--- config.mk ---
export PLATFORM = sky130hd
export DESIGN_NAME = ghost_mode_scheduler
export DESIGN_NICKNAME = d
export VERILOG_FILES = /design/src/rtl/ghost_mode_scheduler.sv
export SDC_FILE = /design/constraint.sdc
export NUM_CORES = 1
export LEC_CHECK = 0
export ABC_CLOCK_PERIOD_IN_PS = 2960
export CAP_MARGIN = 20
export CORE_ASPECT_RATIO = 1.1
export CORE_MARGIN = 2
export CORE_UTILIZATION = 63
export DETAILED_ROUTE_END_ITERATION = 7
export PLACE_DENSITY = 0.85
export SLEW_MARGIN = 20
export SYNTH_ARGS = -nofsm -noshare
export SYNTH_HDL_FRONTEND = slang
export SYNTH_SLANG_ARGS = --single-unit
--- constraint.sdc ---
create_clock -name clk -period 2.96 [get_ports clk]
set_input_delay 0.592 -clock clk [delete_from_list [all_inputs] [get_ports clk]]
set_output_delay 0.592 -clock clk [all_outputs]
set_load 0.03 [all_outputs]
--- src/rtl/ghost_mode_scheduler.sv ---
// Global scatter/chase/frightened sequencer for all ghosts; outputs registered, one-cycle latency.
// No backpressure: pause or tick=0 freeze both counters, but a pellet edge is still taken.
module ghost_mode_scheduler #(
    parameter int SCATTER_LONG = 420,
    parameter int SCATTER_SHORT = 300,
    parameter int CHASE_TICKS = 1200,
    parameter int FRIGHT_TICKS = 360,
    parameter int FLASH_TICKS = 120,
    parameter int CNT_W = 11
) (
    input  logic       clk,
    input  logic       rst,
    input  logic       tick,
    input  logic       start,
    input  logic       pause,
    input  logic       power_pellet,
    output logic [1:0] mode,
    output logic       reverse,
    output logic       flash,
    output logic [2:0] phase,
    output logic       running
);

    typedef enum logic [1:0] {
        IDLE   = 2'd0,
        RUN    = 2'd1,
        FRIGHT = 2'd2
    } state_t;

    localparam logic [1:0] MODE_SCATTER = 2'b00;
    localparam logic [1:0] MODE_CHASE   = 2'b01;
    localparam logic [1:0] MODE_FRIGHT  = 2'b11;

    localparam logic [CNT_W-1:0] LOAD_SL     = CNT_W'(SCATTER_LONG - 1);
    localparam logic [CNT_W-1:0] LOAD_SS     = CNT_W'(SCATTER_SHORT - 1);
    localparam logic [CNT_W-1:0] LOAD_CH     = CNT_W'(CHASE_TICKS - 1);
    localparam logic [CNT_W-1:0] LOAD_FR     = CNT_W'(FRIGHT_TICKS - 1);
    localparam logic [CNT_W-1:0] FLASH_LIMIT = CNT_W'(FLASH_TICKS);
    localparam logic [2:0]       LAST_PHASE  = 3'd7;

    state_t           state, state_nxt;
    logic [CNT_W-1:0] phase_cnt, phase_cnt_nxt;
    logic [CNT_W-1:0] fright_cnt, fright_cnt_nxt;
    logic             pellet_d;
    logic [1:0]       mode_nxt;
    logic             reverse_nxt;
    logic             flash_nxt;
    logic [2:0]       phase_nxt;
    logic             running_nxt;

    logic             active;
    logic             pellet_edge;
    logic             phase_timed;
    logic [2:0]       phase_inc;

    function automatic logic [CNT_W-1:0] phase_load(input logic [2:0] p);
        logic [CNT_W-1:0] v;
        case (p)
            3'd0, 3'd2: v = LOAD_SL;
            3'd4, 3'd6: v = LOAD_SS;
            default:    v = LOAD_CH;
        endcase
        return v;
    endfunction

    function automatic logic [1:0] phase_mode(input logic [2:0] p);
        return p[0] ? MODE_CHASE : MODE_SCATTER;
    endfunction

    assign active      = tick & ~pause & running;
    assign pellet_edge = power_pellet & ~pellet_d;
    // Phase 7 is open-ended chase: its counter never runs.
    assign phase_timed = (phase != LAST_PHASE);
    assign phase_inc   = phase + 3'd1;

    always_ff @(posedge clk) begin
        if (rst) begin
            state      <= IDLE;
            phase_cnt  <= LOAD_SL;
            fright_cnt <= '0;
            pellet_d   <= 1'b0;
            mode       <= MODE_SCATTER;
            reverse    <= 1'b0;
            flash      <= 1'b0;
            phase      <= 3'd0;
            running    <= 1'b0;
        end else begin
            state      <= state_nxt;
            phase_cnt  <= phase_cnt_nxt;
            fright_cnt <= fright_cnt_nxt;
            pellet_d   <= power_pellet;
            mode       <= mode_nxt;
            reverse    <= reverse_nxt;
            flash      <= flash_nxt;
            phase      <= phase_nxt;
            running    <= running_nxt;
        end
    end

    always_comb begin
        state_nxt      = state;
        phase_cnt_nxt  = phase_cnt;
        fright_cnt_nxt = fright_cnt;
        mode_nxt       = mode;
        reverse_nxt    = 1'b0;
        flash_nxt      = 1'b0;
        phase_nxt      = phase;
        running_nxt    = running;

        case (state)
            IDLE: begin
                if (start) begin
                    state_nxt   = RUN;
                    running_nxt = 1'b1;
                    mode_nxt    = MODE_SCATTER;
                end
            end

            RUN: begin
                if (active && phase_timed) begin
                    if (phase_cnt == '0) begin
                        phase_nxt     = phase_inc;
                        phase_cnt_nxt = phase_load(phase_inc);
                        mode_nxt      = phase_mode(phase_inc);
                        reverse_nxt   = 1'b1;
                    end else begin
                        phase_cnt_nxt = phase_cnt - 1'b1;
                    end
                end
                // The phase advance above stays committed; fright just overlays it.
                if (pellet_edge) begin
                    state_nxt      = FRIGHT;
                    fright_cnt_nxt = LOAD_FR;
                    mode_nxt       = MODE_FRIGHT;
                    reverse_nxt    = 1'b1;
                    flash_nxt      = (LOAD_FR < FLASH_LIMIT);
                end
            end

            FRIGHT: begin
                mode_nxt = MODE_FRIGHT;
                if (pellet_edge) begin
                    fright_cnt_nxt = LOAD_FR;
                    flash_nxt      = (LOAD_FR < FLASH_LIMIT);
                end else if (active && fright_cnt == '0) begin
                    state_nxt = RUN;
                    mode_nxt  = phase_mode(phase);
                end else begin
                    if (active) begin
                        fright_cnt_nxt = fright_cnt - 1'b1;
                    end
                    flash_nxt = (fright_cnt_nxt < FLASH_LIMIT);
                end
            end

            default: begin
                state_nxt = IDLE;
            end
        endcase
    end

endmodule

==> flow_summary.json <==
{
  "insertion_delay_ns": 0.35,
  "place_ws_ns": 0.315,
  "period_minus_slack_ns": 2.32,
  "p_leak_uw": 0.000879,
  "power.density_mw_per_mm2": 644,
  "wl_met2_um": 2110,
  "synth_top_family_by_area": "simple AND/OR/NAND/NOR gates",
  "grt-ovfl-total": 0,
  "async_flop_share": 0,
  "ant_nets": 0,
  "path_max_fanout": 7,
  "netlist_area_mm2": 0.00198,
  "io_pins": 14,
  "rsz0062_at_grt": "false",
  "p_total_uw": 1420,
  "synth.yosys.warnings": 0,
  "muxShareOfSynthArea": 0.0429,
  "synth_most_common_cell": "dfxtp_1",
  "synth_nets": 245,
  "antenna_cells": 0,
  "critPathMaxStageDelay_ns": 0.54,
  "setup_viol": 0,
  "hold_violations": 0,
  "track_usage": 0.269,
  "io_buffers": 13,
  "netlist_instances": 231,
  "netlist_top_cells_area": "dfxtp_1, nor2_1, ha_1, a21oi_1, nor4_4",
  "synth_compound_area_frac": 0.181,
  "grt_max_degree": 22,
  "design_area_mm2": 0.00220,
  "synthAdderAreaFrac": 0.0505,
  "drc": 0,
  "synth_top_area_frac": 0.333,
  "syn_to_final_growth_pct": 11.0,
  "synthSimpleGateAreaFrac": 0.321,
  "crit_arrival_ns": 2.53,
  "yosysTopAreaCell": "dfxtp_1",
  "place_area_mm2": 0.00213,
  "ys_seq_area_frac": 0.333,
  "design.core.area_mm2": 0.00302,
  "cts_root_buf": "clkbuf_4",
  "tightest_slew_ns": 0.595,
  "hpwl_um": 3140,
  "post_synth_num_cell_types": 53,
  "grt_pass1_wl_um": 7630,
  "wl_met1_um": 1770,
  "initial_core_util": 0.656,
  "cts_hold_buf": 0,
  "place.gp.congestion": 0.922,
  "clk_pin_slew_ns": 0.11,
  "cp-start-kind": "input pin",
  "cts-buffers-inserted": 5,
  "min_path_type": "flip-flop to flip-flop",
  "post_cts_buffers": 0,
  "avgSynthCellArea_um2": 8.59,
  "vias": 1759,
  "met3_length_um": 293,
  "required_ns": 3.17,
  "rows": 21,
  "crit_chain": "clkdlybuf4s50_1, nand3b_4, or4_4, nor2_1, xor2_1, a2111oi_0",
  "tns_ns": 0,
  "die_h_um": 62.8,
  "fin_crit_sh": 0.784,
  "fin_skew_ns": 0.0109,
  "maxCapViolations": 0,
  "wl_per_cell_um": 15.4,
  "ctsLongestPathBuffers": 2,
  "clock.fmax_mhz": 431,
  "dr.first_iter.drc_count": 99,
  "crit_slowest_cell": "or4_4",
  "drv_slew": 0,
  "cts_tree": "yes",
  "cts-htree-levels": 2,
  "grt_pass1_vias": 1745,
  "slew-limit-headroom": 0.603,
  "drtPass1Iterations": 4,
  "path_delay_family": "simple AND/OR/NAND/NOR gates",
  "drt_wl_total_um": 4300,
  "end_kind": "flip-flop",
  "antenna_found_initial": 0,
  "synth-edff-count": 0,
  "dieWidth_um": 57.5,
  "dieArea_mm2": 0.00361,
  "ys_seq_elements": 33,
  "top_layer_used": "met4",
  "synth_ff_type": "dfxtp_1",
  "nFillCells": 222,
  "final_layout_size_suffix_gt1_frac": 0.110,
  "path_buf_inv": 1,
  "peakVddDrop_mv": 0.452,
  "synthXorXnorAreaFrac": 0.0309,
  "clock-sinks": 33,
  "setup_ws_ns": 0.639,
  "synth_common_cells": "dfxtp_1, nor2_1, a21oi_1",
  "path_class": "input pin to flip-flop",
  "status": "complete, no violations",
  "layout.nets": 258,
  "routed_via_density": 6.30,
  "cts_resized": 0
}
## worst paths after layout
path                               from                   end  slack [ns]  depth (start not counted)
max                                tick      flash$_SDFF_PP0_        0.64                          6
min                mode[0]$_SDFFE_PP0P_  mode[0]$_SDFFE_PP0P_        0.48                          2
min reg2reg        mode[0]$_SDFFE_PP0P_  mode[0]$_SDFFE_PP0P_        0.48                          2
max reg2reg  fright_cnt[0]$_SDFFE_PP0P_      flash$_SDFF_PP0_        0.73                          7
## cells in the final DEF, fill, tap and decap left out, types with 3 or more instances in the layout
cell,n
nand2b_1,10
dfxtp_1,33
mux2i_1,7
and2_1,3
clkdlybuf4s50_1,13
nand2_1,15
nor4_1,4
o21ai_0,6
inv_1,11
o32ai_1,3
nor2b_1,6
nor3_1,8
ha_1,8
a21oi_1,17
xnor2_1,5
nor4_4,4
nor2_1,32
clkbuf_4,5
a311oi_1,3
nand3_1,7
## cell type report
type	count	area, µm²	share of cell area
inverter	11	41.3	0.0188
timing repair buffer	15	145	0.0659
clock inverter	1	5.00	0.00227
clock buffer	7	65.1	0.0296
sequential	33	661	0.300
tap	34	42.5	0.0193
multi-input combinational	178	1240	0.564
## tightest hold or removal path: cells and delay by family, from the launching register on
kind             cells  cell delay, ns
AND/OR/NAND/NOR      1            0.06
multiplexers         1            0.06
flip-flops           1            0.32
## routing by layer
metal / vias up / GRT usage
met5: - / 0
met4: 0 / 0.172
met3: 17 / 0.0766
li1: 859 / -
met2: 80 / 0.432
met1: 803 / 0.305
## power by group
part	switching, µW	internal [µW]	total [µW]
Clock	156	138	294
Sequential	78.4	497	575
Combinational	332	218	550
## through the flow
step           hold slack [ns]   util  instances
6_report                 0.482  0.728        279
5_1_grt                  0.506  0.728        279
4_1_cts                  0.491  0.728        279
3_5_place_dp             0.475  0.705        271
3_3_place_gp             0.467  0.705        271
2_1_floorplan            0.466      -        231
## flip-flops by register name, indices dropped and copies added (netlist names)
| register | flops |
|---|---|
| state | 2 |
| phase_cnt | 11 |
| reverse | 1 |
| fright_cnt | 11 |
| flash | 1 |
| mode | 2 |
| running | 1 |
| phase | 3 |
| pellet_d | 1 |
## logic make-up after synthesis
kind of cell,count (synthesis)
mux,8
compound gates,51
flops,33
fa+ha+maj,8
buf+inv,20
xor+xnor,7
simple gates,104
Power figures use the tool's default switching activity.
